<file path="src/rtl/spike_rate_decoder.sv">
`default_nettype none
// ============================================================================
// Module      : spike_rate_decoder
// Description : Counts spike edges per 2^WINDOW_LOG2-cycle window and, when
//               SPIKE_DECODER_ISI_EN is defined, measures the inter-spike interval.
// Revision    : 1.0 - initial release
// ============================================================================
module spike_rate_decoder #(
    parameter int WINDOW_LOG2 = 8
) (
    input  logic       clk,
    input  logic       rst,
    input  logic       en,
    input  logic       spike,
    output logic [7:0] rate,
    output logic       rate_valid,
    output logic [7:0] isi,
    output logic       isi_valid
);

    localparam logic [0:0]             c_IDLE     = 1'b0;
    localparam logic [0:0]             c_RUN      = 1'b1;
    localparam logic [WINDOW_LOG2-1:0] c_WIN_LAST = '1;
    localparam logic [7:0]             c_SAT      = 8'hFF;

    logic [0:0]             r_state;
    logic [0:0]             w_state_next;
    logic                   w_run;
    logic                   r_spike_q;
    logic                   w_edge;
    logic [WINDOW_LOG2-1:0] r_win_cnt;
    logic [7:0]             r_spk_cnt;
    logic [8:0]             w_spk_sum;
    logic                   w_win_last;
    logic [7:0]             r_rate;
    logic                   r_rate_valid;

    always_ff @(posedge clk) begin
        if (rst) begin
            r_state   <= c_IDLE;
            r_spike_q <= 1'b0;
        end else begin
            r_state   <= w_state_next;
            r_spike_q <= spike;
        end
    end

    always_comb begin
        w_state_next = r_state;
        case (r_state)
            c_IDLE:  if (en)  w_state_next = c_RUN;
            c_RUN:   if (!en) w_state_next = c_IDLE;
            default: w_state_next = c_IDLE;
        endcase
    end

    // The transition takes effect in the cycle it is evaluated, so an edge
    // on the first enabled cycle after reset is already counted.
    always_comb begin
        w_run = 1'b0;
        case (w_state_next)
            c_RUN:   w_run = 1'b1;
            default: w_run = 1'b0;
        endcase
    end

    assign w_edge     = spike & ~r_spike_q;
    assign w_spk_sum  = {1'b0, r_spk_cnt} + {8'd0, w_edge};
    assign w_win_last = (r_win_cnt == c_WIN_LAST);

    always_ff @(posedge clk) begin
        if (rst) begin
            r_win_cnt    <= '0;
            r_spk_cnt    <= '0;
            r_rate       <= '0;
            r_rate_valid <= 1'b0;
        end else if (!w_run) begin
            r_win_cnt    <= '0;
            r_spk_cnt    <= '0;
            r_rate_valid <= 1'b0;
        end else begin
            r_win_cnt    <= r_win_cnt + 1'b1;
            r_rate_valid <= w_win_last;
            if (w_win_last) begin
                r_rate    <= w_spk_sum[8] ? c_SAT : w_spk_sum[7:0];
                r_spk_cnt <= '0;
            end else if (w_edge && (r_spk_cnt != c_SAT)) begin
                r_spk_cnt <= r_spk_cnt + 8'd1;
            end
        end
    end

    assign rate       = r_rate;
    assign rate_valid = r_rate_valid;

`ifdef SPIKE_DECODER_ISI_EN
    logic [7:0] r_isi_cnt;
    logic       r_armed;
    logic [7:0] r_isi;
    logic       r_isi_valid;

    // The counter holds the distance to the previous edge, so loading 1 on an
    // edge makes it read d when the next edge arrives d cycles later.
    always_ff @(posedge clk) begin
        if (rst) begin
            r_isi_cnt   <= '0;
            r_armed     <= 1'b0;
            r_isi       <= '0;
            r_isi_valid <= 1'b0;
        end else if (!w_run) begin
            r_isi_cnt   <= '0;
            r_armed     <= 1'b0;
            r_isi_valid <= 1'b0;
        end else begin
            r_isi_valid <= w_edge & r_armed;
            if (w_edge) begin
                if (r_armed) r_isi <= r_isi_cnt;
                r_isi_cnt <= 8'd1;
                r_armed   <= 1'b1;
            end else if (r_armed && (r_isi_cnt != c_SAT)) begin
                r_isi_cnt <= r_isi_cnt + 8'd1;
            end
        end
    end

    assign isi       = r_isi;
    assign isi_valid = r_isi_valid;
`else
    assign isi       = '0;
    assign isi_valid = 1'b0;
`endif

endmodule
`default_nettype wire
</file>
<file path="config.mk">
export PLATFORM = sky130hd
export DESIGN_NAME = spike_rate_decoder
export DESIGN_NICKNAME = d
export VERILOG_FILES = /design/src/rtl/spike_rate_decoder.sv
export SDC_FILE = /design/constraint.sdc
export NUM_CORES = 1
export LEC_CHECK = 0
export CORE_UTILIZATION = 51
export CTS_CLUSTER_DIAMETER = 150
export DETAILED_ROUTE_END_ITERATION = 16
export GPL_TIMING_DRIVEN = 0
export MAX_ROUTING_LAYER = met4
export PLACE_DENSITY = 0.78
export SYNTH_ARGS = -nofsm -noshare
export SYNTH_HDL_FRONTEND = slang
export SYNTH_SLANG_ARGS = --single-unit
</file>
<file path="constraint.sdc">
create_clock -name clk -period 4.1 [get_ports clk]
set_input_delay 0.82 -clock clk [delete_from_list [all_inputs] [get_ports clk]]
set_output_delay 0.82 -clock clk [all_outputs]
set_load 0.02 [all_outputs]
</file>
* Word level (Yosys, flattened, before mapping) *
Index checks and enable logic that the tools add are counted.

word-level totals
  register bits after elaboration = 26

cells by class
  add/sub/neg operators = 3
  eq/ne operators = 2
  mux-type cells = 3
  bitwise logic cells = 3
  reductions and logical operators = 4

operator list
  cell                                                           count
  8-bit by 1-bit adder with 8-bit output, second input constant  2
  8-bit by 1-bit adder with 9-bit output                         1
  8-bit equality test, second input constant                     1
  8-bit two-way mux                                              1
  8-bit inequality test, second input constant                   1
  3-bit OR reduction                                             1
  1-bit two-way mux                                              2
  1-bit inverter                                                 2
  2-bit AND reduction                                            1
  2-bit OR reduction                                             1
  1-bit bitwise AND                                              1
  1-bit logical AND                                              1

* Logic depth before layout (Yosys ltp) *
  depth in word-level cells = 4
  gate-level depth with buffers = 8

* Worst setup path before layout *
No wires, ideal clock.

  kind = input to register
  start point = input port spike
  end point = register r_rate[6], in the netlist rate[6]
  data arrival time = 2.126 ns
  required time = 3.969 ns
  slack = 1.843 ns
  stages on the path = 8
  buffers on the path = 0
  cell sequence = nand2b_1 inv_1 ha_1 ha_1 nand3_1 or4b_1 o211ai_2 a21oi_2

between the ends
  longest elaborated chain between the ends = 3

ends and longest elaborated chain
  item                                    RTL line  text
  start: declaration                      14        input logic spike,
  1-bit bitwise AND                       67        assign w_edge = spike & ~r_spike_q;
  8-bit by 1-bit adder with 9-bit output  68        assign w_spk_sum = {1'b0, r_spk_cnt} + {8'd0, w_edge};
  8-bit two-way mux                       85        r_rate <= w_spk_sum[8] ? c_SAT : w_spk_sum[7:0];
  end signal: assignment                  85
  end: declaration                        35        logic [7:0] r_rate;

Every way passes these cells.
A chain may end at the register's enable or synchronous reset.

* Final worst setup path *
Same ends and word-level chain as after synthesis.

==> metrics.log <==
[metrics] outcome: complete, no violations
[metrics] count of routing violations after the opening detailed-route iteration: 12
[metrics] Ports: 22
[metrics] first-pass GRT wire length: 3830 µm
[metrics] clk_lat worst skew: 0.32 ns
[metrics] Switching Share: 0.205
[metrics] cell family with most CP delay: simple AND/OR/NAND/NOR gates
[metrics] data required time of the worst path: 4.32 ns
[metrics] maximum buffer depth of the clock tree: 2
[metrics] worst reg-to-reg setup slack: 2.10 ns
[metrics] remaining antenna violation count after routing: 0
[metrics] sequential area share after synthesis: 0.420
[metrics] deepest level of the CTS H-tree: 1
[metrics] starting utilization of the core area: 0.549
[metrics] worst path cell trace: clkdlybuf4s50_1 -> nand2b_1 -> inv_1 -> ha_1 -> ha_1 -> nand3_1 -> or4b_1 -> o211ai_2 -> a21oi_2
[metrics] post-CTS setup buffer count: 0
[metrics] count of endpoints failing setup in the final report: 0
[metrics] most numerous cell on the critical path: sky130_fd_sc_hd__ha_1
[metrics] number of max-cap violations: 0
[metrics] routed via count divided by cell count: 5.34
[metrics] number of cells on the critical path: 9
[metrics] final number of max-transition violations: 0
[metrics] endpoint of the worst register-to-register path: rate[6]
[metrics] nets: 172
[metrics] die area: 0.00263 mm²
[metrics] unique cell type count in the Yosys netlist: 36
[metrics] Core ar.: 0.00225 mm²
[metrics] capturing element type of the critical path: flop
[metrics] biggest area consumer among synthesized cells: sky130_fd_sc_hd__dfxtp_1
[metrics] TritonRoute pass-1 iters: 4
[metrics] area of the mapped netlist: 0.00124 mm²
[metrics] pin count of the biggest net entering global routing: 16
[metrics] worst reg2reg path startpoint: r_spike_q
[metrics] # resized after CTS: 0
[metrics] leakage power: 0.566 nW
[metrics] sequential share of power: 0.557
[metrics] RSZ-0062 raised after global routing: false
[metrics] die width: 51.3 µm
[metrics] Worst EP arrival: 2.79 ns
[metrics] clock net sink count: 26
[metrics] vertical extent of the die: 51.3 µm
[metrics] share of final-layout standard cells stronger than drive strength 1: 0.123
[metrics] Main synth FF type: sky130_fd_sc_hd__dfxtp_1
[metrics] total routing resource utilization after global routing: 0.200
[metrics] total wire length after detailed routing: 2240 µm
[metrics] top cell types by occurrence after synthesis: 26 x sky130_fd_sc_hd__dfxtp_1, 25 x sky130_fd_sc_hd__nor2_1, 9 x sky130_fd_sc_hd__buf_4, 9 x sky130_fd_sc_hd__xor2_1, 8 x sky130_fd_sc_hd__nand3_1
[metrics] top area cells in the synthesized netlist: sky130_fd_sc_hd__dfxtp_1 42%, sky130_fd_sc_hd__nor2_1 7.6%, sky130_fd_sc_hd__xor2_1 6.4%, sky130_fd_sc_hd__buf_4 5.5%, sky130_fd_sc_hd__ha_1 5.1%
[metrics] largest incremental delay on the critical path: 0.51 ns
[metrics] final critical path time including I/O delays and setup: 2.57 ns
[metrics] proportion of power drawn by the clock network: 0.377
[metrics] slowest CP cell: sky130_fd_sc_hd__or4b_1
[metrics] number of antenna violations at the first check in global routing: 0
[metrics] total of flip-flops plus latches after synthesis: 26
[metrics] count leader, synth: sky130_fd_sc_hd__dfxtp_1
[metrics] worst reg2reg path depth: 8
[metrics] P&R area growth vs syn: 19.2%
[metrics] setup clock skew after layout: 0.00999 ns
[metrics] fraction of synthesized cell area taken by the top area cell type: 0.420
[metrics] final cell count without fillers: 190
[metrics] warning count from the yosys run: 0
[metrics] internal power summed over all cells: 0.366 mW
[metrics] share of flip-flops with an asynchronous set or reset: 0
[metrics] placed wire-length estimate: 1730 µm
[metrics] Fmax achieved: 389 MHz
[metrics] ratio of final minimum period to clock period: 0.627
[metrics] final RePlAce weighted congestion: 0.776
[metrics] type of the worst setup path: input port to flop
[metrics] WL/cell: 11.8 µm
[metrics] total of buffers placed on input and output ports: 12
[metrics] Via Count: 1015
[metrics] vias in the first global route: 925
[metrics] clock buffers created by TritonCTS: 3
[metrics] worst setup path end: rate[6]
[metrics] number of buffers inserted for hold repair after clock tree synthesis: 0
[metrics] final count of hold timing violations: 0
[metrics] largest fanout of any net on the critical path: 5
[metrics] Buf/Inv on CP: 2
[metrics] start point of the critical path: spike
[metrics] power per cell area: 312 mW/mm²
[metrics] cell at the root of the clock tree: sky130_fd_sc_hd__clkbuf_4
[metrics] Syn Area/Cell: 8.98 µm²
[metrics] final antenna diode count: 0
[metrics] total DRC errors in the routed layout: 0
[metrics] Site Rows: 17
[metrics] gr ovfl total: 0
[metrics] synthesized instance count: 138
[metrics] kind of start point of the critical path: input port
[metrics] worst hold path class: flop to flop
[metrics] placed cell count: 186
[metrics] net switching power figure: 0.0945 mW
[metrics] maximum vdd ir drop: 266 µV
[metrics] Post-Route Setup TNS: 0 ns
[metrics] combinational power share: 0.066
[metrics] EDFF count, synth: 0
[metrics] TritonCTS clock tree: built
[metrics] clock transition at the register clock pins on the worst setup and hold paths after CTS: 0.14 ns
==> worst min path at each step <==
stage | from | end | slack (ns) | depth (start not counted)
4_1_cts | r_win_cnt[0] | r_win_cnt[0] | 0.46 | 1
5_1_grt | r_win_cnt[0] | r_win_cnt[0] | 0.49 | 1
3_3_place_gp | r_win_cnt[0] | r_win_cnt[0] | 0.42 | 1
3_5_place_dp | r_win_cnt[0] | r_win_cnt[0] | 0.44 | 1
6_report | r_win_cnt[0] | r_win_cnt[0] | 0.45 | 1
2_1_floorplan | r_win_cnt[0] | r_win_cnt[0] | 0.41 | 1
==> per-stage QoR <==
stage | hold slack, ns | instance area, µm² | util | worst slack (ns) | total power, mW
final | 0.453 | 1480 | 0.655 | 1.53 | 0.461
after global routing | 0.495 | 1480 | 0.655 | 1.41 | 0.477
after CTS | 0.459 | 1480 | 0.655 | 1.55 | 0.464
after detailed placement | 0.440 | 1420 | 0.632 | 1.18 | 0.292
after global placement | 0.423 | 1420 | 0.632 | 1.22 | 0.291
after floorplan | 0.413 | 1270 | - | 1.84 | 0.285
==> metal layers <==
metal / wire length (µm) / vias to the layer above / GRT usage / part of all wire
met5: 0 / - / - / 0
met4: 25 / 0 / 0.0946 / 0.011
met3: 67 / 4 / 0.0268 / 0.030
met2: 1120 / 23 / 0.342 / 0.50
met1: 1030 / 475 / 0.231 / 0.46
li1: - / 513 / - / -
==> kinds of logic after synthesis <==
kind of cell,Yosys count,synth area share
compound gates,17,0.102
xor+xnor,15,0.106
fa+ha+maj,5,0.0505
buf+inv,15,0.0747
flops,26,0.420
mux,1,0.00808
other cells,1,0.00303
simple gates,58,0.235
==> placed cells by master, fill, tap and decap left out, types with 3 or more instances in the layout <==
cell type,count
sky130_fd_sc_hd__a211oi_1,4
sky130_fd_sc_hd__a21oi_1,3
sky130_fd_sc_hd__and3_1,3
sky130_fd_sc_hd__buf_4,9
sky130_fd_sc_hd__clkbuf_4,3
sky130_fd_sc_hd__clkdlybuf4s50_1,12
sky130_fd_sc_hd__conb_1,9
sky130_fd_sc_hd__dfxtp_1,26
sky130_fd_sc_hd__ha_1,5
sky130_fd_sc_hd__nand2_1,3
sky130_fd_sc_hd__nand3_1,8
sky130_fd_sc_hd__nand4_1,3
sky130_fd_sc_hd__nor2_1,25
sky130_fd_sc_hd__nor3_1,5
sky130_fd_sc_hd__xnor2_1,6
sky130_fd_sc_hd__xor2_1,9
==> flip-flops by register name (all words and copies together), names as in the netlist <==
register	cells
r_spike_q	1
r_spk_cnt	8
r_win_cnt	8
rate	8
rate_valid	1
==> cell type report <==
cell class	count	area, µm²
clock buffer	3	22.5
sequential	26	520
timing repair buffer	12	120
buffer	13	85.1
fill	192	778
tap	28	35.0
clock inverter	1	30.0
multi-input combinational	105	656
inverter	2	7.51
==> power groups by stage <==
stage / Clock [mW] / Sequential (mW) / Combinational [mW]
6_report: 0.174 / 0.257 / 0.0302
5_1_grt: 0.186 / 0.257 / 0.0336
4_1_cts: 0.178 / 0.257 / 0.0300
3_5_place_dp: 0 / 0.262 / 0.0298
3_3_place_gp: 0 / 0.262 / 0.0294
2_1_floorplan: 0 / 0.262 / 0.0238
Note: power is estimated with default switching activity, not from simulation.
==> variant 1 (same settings) <==
Put one more register stage on the output `rate`, cleared by the reset. The value now appears one clock later. The other outputs are not delayed to match.
--- a/src/rtl/spike_rate_decoder.sv
+++ b/src/rtl/spike_rate_decoder.sv
@@ -90,7 +90,13 @@
         end
     end
 
-    assign rate       = r_rate;
+    always_ff @(posedge clk) begin
+        if (rst) begin
+            rate <= '0;
+        end else begin
+            rate <= r_rate;
+        end
+    end
     assign rate_valid = r_rate_valid;
 
 `ifdef SPIKE_DECODER_ISI_EN
Check against the original RTL: same outputs for any inputs over 10 cycles, from zero or initial values and one cycle with rst high; that may be too few to reach the edited logic, so the function may still have changed.
==> variant 1 against the original RTL <==
- first-iteration DRC count is 8.3% higher
- power is 28% higher
- sequential cell count is 8 higher
- design area is 20% higher
- routed wire length is 2.9% higher
- highest routed layer unchanged
- worst setup slack better by 0.32 ns
- synthesized area is 21% higher
- maximum frequency is 14% higher
==> variant 1: results (changes against the original RTL) <==
Global routing
  • Number of global-route vias before repair: 902 (was 925)
  • Met3 usage: 6.98% (was 2.68%)
  • Total GRT Usage: 16.7% (was 20.0%)
  • Met1 Use GR: 20.6% (was 23.1%)
  • Largest net degree at the start of global routing: 11 (was 16)

Cells and area
  • Core Util, Final: 64.0% (was 65.5%)
  • Non-Clock Buffer Area Fraction: 12.6% (was 13.9%)
  • Fraction of area in registers: 38.6% (was 35.3%)
  • Proportion of cell area spent on the clock network: 4.46% (was 3.56%)
  • Non-clk bufs: 26 (was 25)
  • Fraction of area in multi-input gates: 42.0% (was 44.4%)
  • Clock buffers: 8 (was 3)
  • # fillers: 242 (was 192)
  • Final std cells w/o fill: 205 (was 190)

Placement
  • Pre-CTS WS: 1.50 ns (was 1.18 ns)
  • Final RePlAce weighted congestion: 0.785 (was 0.776)
  • Dpl hpwl: 1740 µm (was 1730 µm)

Critical path
  • Worst stage delay on the critical path: 0.46 ns (was 0.51 ns)
  • Max stage delay cell, worst path: clkdlybuf4s50_1 (was or4b_1)

CTS
  • H-tree depth: 2 (was 1)
  • Inserted Clock Buffers: 5 (was 3)
  • Clock transition at the registers of the reported paths: 0.10 ns (was 0.14 ns)

Synth
  • Post-Synth Adder-Cell Area: 4.18% (was 5.05%)
  • Post-synthesis compound-gate area fraction: 10.9% (was 10.2%)
  • Sequential area share after synthesis: 45.4% (was 42.0%)
  • Unique masters post-synth: 32 (was 36)
  • Post-synthesis xor/xnor area fraction: 7.02% (was 10.6%)
  • Mapped Cells: 146 (was 138)
  • Mux share of post-synthesis cell area: 2.67% (was 0.808%)

Power and ir drop
  • Max IR drop VDD: 256 µV (was 266 µV)
  • Leak: 0.765 nW (was 0.566 nW)

Outcome
  • Status: completed (unchanged)

Timing
  • Layout Skew: 0.0117 ns (was 0.00999 ns)

Drt
  • Vias: 1047 (was 1015)
  • Routed WL per cell: 11.2 µm (was 11.8 µm)
  • Iteration-0 DRC Markers: 13 (was 12)
  • Met3 WL post-DR: 94 µm (was 67 µm)
==> variant 1: changes by cell type in the layout (fill, tap and decap cells not counted), sizes merged, moves of 3 or more <==
cell    delta
mux2i      +3
a211oi     -4
nor2b      +8
nand3      -3
clkbuf     +4
o21ai      +4
o22a       +6
xnor2      -4
nor2      -10
dfxtp      +8
nor3       -3
==> variant 1: where the power goes <==
part	switching (mW)	internal (mW)	total [mW]
combinational	0.0182	0.0128	0.0310
sequential	0.00177	0.332	0.334
clock	0.107	0.117	0.224
==> variant 1: final timing paths <==
check	cells past startpoint	end	from	slack [ns]
worst max-delay path	8	r_rate[6]	spike	1.85
worst max register to register	7	r_rate[6]	r_spike_q	2.42
worst min register to register	1	r_win_cnt[0]	r_win_cnt[0]	0.46
worst min-delay path	1	r_win_cnt[0]	r_win_cnt[0]	0.46
==> variant 1: cells by family after synthesis <==
logic type      Yosys count
mux                       4
other cells               1
fa+ha+maj                 5
buf+inv                  15
flops                    34
simple gates             54
xor+xnor                 12
compound gates           21
==> variant 2 (same settings) <==
Made on the original files. Add a define of `SPIKE_DECODER_ISI_EN`.
--- a/src/rtl/spike_rate_decoder.sv
+++ b/src/rtl/spike_rate_decoder.sv
@@ -5,6 +5,8 @@
 //               SPIKE_DECODER_ISI_EN is defined, measures the inter-spike interval.
 // Revision    : 1.0 - initial release
 // ============================================================================
+`define SPIKE_DECODER_ISI_EN
+
 module spike_rate_decoder #(
     parameter int WINDOW_LOG2 = 8
 ) (
Behaviour: not the same (a bounded check fails within 4 cycles, from zero or initial values and one cycle with rst high).
==> variant 2 against the original RTL <==
- die area rose by 55%
- via count up 53%
- routed wire length increased by 59%
- final cell count grew 55%
- worst setup slack better by 0.15 ns
- register-to-register slack gained 0.22 ns
- first-iteration DRC count grew to 9.5 times the old value
- sequential cell count rose by 18
- core utilization fell by 1.8 points
- synthesized area up 58%
- synthesized cell count up 57%
- design area is 58% higher
- power grew 70%
- critical endpoint is now rate[5]
- highest routed layer unchanged
==> variant 2: results (changes against the original RTL) <==
Drt
  • Vias per cell: 5.28 (was 5.34)
  • Vias: 1551 (was 1015)
  • Iteration-0 DRC Markers: 114 (was 12)
  • Drt first pass iters: 4 (unchanged)
  • Routed wire length: 3560 µm (was 2240 µm)

Critical path
  • Worst-path fanout max: 7 (was 5)
  • R2R setup slack: 2.32 ns (was 2.10 ns)
  • Critical Path AT: 2.64 ns (was 2.79 ns)
  • R2r startpoint: r_spike_q (unchanged)
  • Worst R2R Path Depth: 7 (was 8)
  • Reg2Reg Capture Point: rate[5] (was rate[6])

Power and ir drop
  • Leak: 0.811 nW (was 0.566 nW)
  • Max IR drop VDD: 192 µV (was 266 µV)

Global routing
  • First-pass GRT wire length: 6140 µm (was 3830 µm)
  • Total GRT Usage: 20.3% (was 20.0%)
  • Largest net degree at the start of global routing: 14 (was 16)
  • Number of global-route vias before repair: 1403 (was 925)
  • GR Overflow Total: 0 (unchanged)

Worst hold path
  • Worst hold start: isi[1] (was r_win_cnt[0])
  • WHS Path Cells: 2 (was 1)
  • WHS Endpoint: isi[1] (was r_win_cnt[0])

Placement
  • Dpl hpwl: 2450 µm (was 1730 µm)
  • Final RePlAce weighted congestion: 0.888 (was 0.776)
  • Placed cell count: 286 (was 186)
  • Buffers on Ports: 21 (was 12)

Cells and area
  • Final #Nets: 255 (was 172)
  • Layout cell share with drive strength beyond 1: 10.6% (was 12.3%)
  • Area Overhead vs Synth: 19.3% (was 19.2%)

CTS
  • Post_cts resized: 0 (unchanged)
  • CTS Buffer Depth: 2 (unchanged)
  • H-tree depth: 2 (was 1)
  • Clk_lat worst skew: 0.29 ns (was 0.32 ns)
  • Clock tree root buffer cell: clkbuf_8 (was clkbuf_4)
  • Clock transition at the registers of the reported paths: 0.08 ns (was 0.14 ns)
  • Inserted Clock Buffers: 5 (was 3)

Synth
  • Unique masters post-synth: 41 (was 36)
  • Post-synthesis async set-or-reset flop share: 0% (unchanged)
  • Largest cells by area after synthesis: dfxtp_1, nor2_1, xor2_1 (unchanged)
  • Sequential area share after synthesis: 45.1% (was 42.0%)
  • Post-synth top flop: dfxtp_1 (unchanged)
  • Post-synth net total: approximately 230
  • Top post-synthesis cells by count: dfxtp_1, nor2_1, nand2_1 (was dfxtp_1, nor2_1, buf_4, xor2_1, nand3_1)
  • Mapped Cells: 217 (was 138)

Timing
  • Layout Skew: 0.00325 ns (was 0.00999 ns)
  • Hold Slack: 0.456 ns (was 0.453 ns)

Outcome
  • Status: completed (unchanged)
## variant 2: worst max path at each step
stage / from / to / cells past startpoint
after floorplan: spike / rate[0] / 7
after CTS: spike / rate[5] / 8
after detailed placement: spike / rate[5] / 8
after global routing: spike / rate[6] / 8
after global placement: spike / rate[5] / 8
final: spike / rate[5] / 8
## variant 2: critical path, cell delays in order
cell and delay, ns:
clkdlybuf4s50_1 0.49, nand2b_1 0.15, inv_2 0.17, ha_1 0.17, ha_1 0.20, nand3_1 0.15, o21a_4 0.27, a211oi_2 0.22
## variant 2: cells by family after synthesis
family / share of synthesized area (%)
flip-flops: 45.1
multiplexers: 2.05
adder cells (fa/ha/maj): 3.84
XOR/XNOR: 7.62
buffers and inverters: 3.20
AO/OA/AOI/OAI: 14.5
AND/OR/NAND/NOR: 23.8
## variant 2: layout make-up
class	count	area, µm²
buffer	9	47.5
timing repair buffer	21	210
tap	48	60.1
multi-input combinational	160	1010
clock inverter	2	35.0
fill	312	1330
inverter	4	15.0
clock buffer	6	72.6
sequential	44	881
## variant 2: metal layers
metal  part of all wire [%]  track usage (%)  vias to the layer above
li1                       -                -                      812
met1                     51             26.8                      697
met2                     42             28.6                       34
met3                    4.7             4.29                        8
met4                    1.8             11.6                        0
met5                      0                -                        -
## variant 2: report_power, final
| part | switching, mW | internal (mW) | total [mW] |
|---|---|---|---|
| logic | 0.0172 | 0.0101 | 0.0272 |
| registers | 0.00300 | 0.430 | 0.433 |
| clock network | 0.141 | 0.181 | 0.322 |
| total | 0.162 | 0.621 | 0.783 |
## variant 2: metrics by stage
| stage | worst slack [ns] | area [µm²] |
|---|---|---|
| after floorplan | 2.10 | 1950 |
| after global routing | 1.55 | 2330 |
| after global placement | 1.41 | 2220 |
| after detailed placement | 1.38 | 2220 |
| final | 1.68 | 2330 |
| after CTS | 1.69 | 2330 |
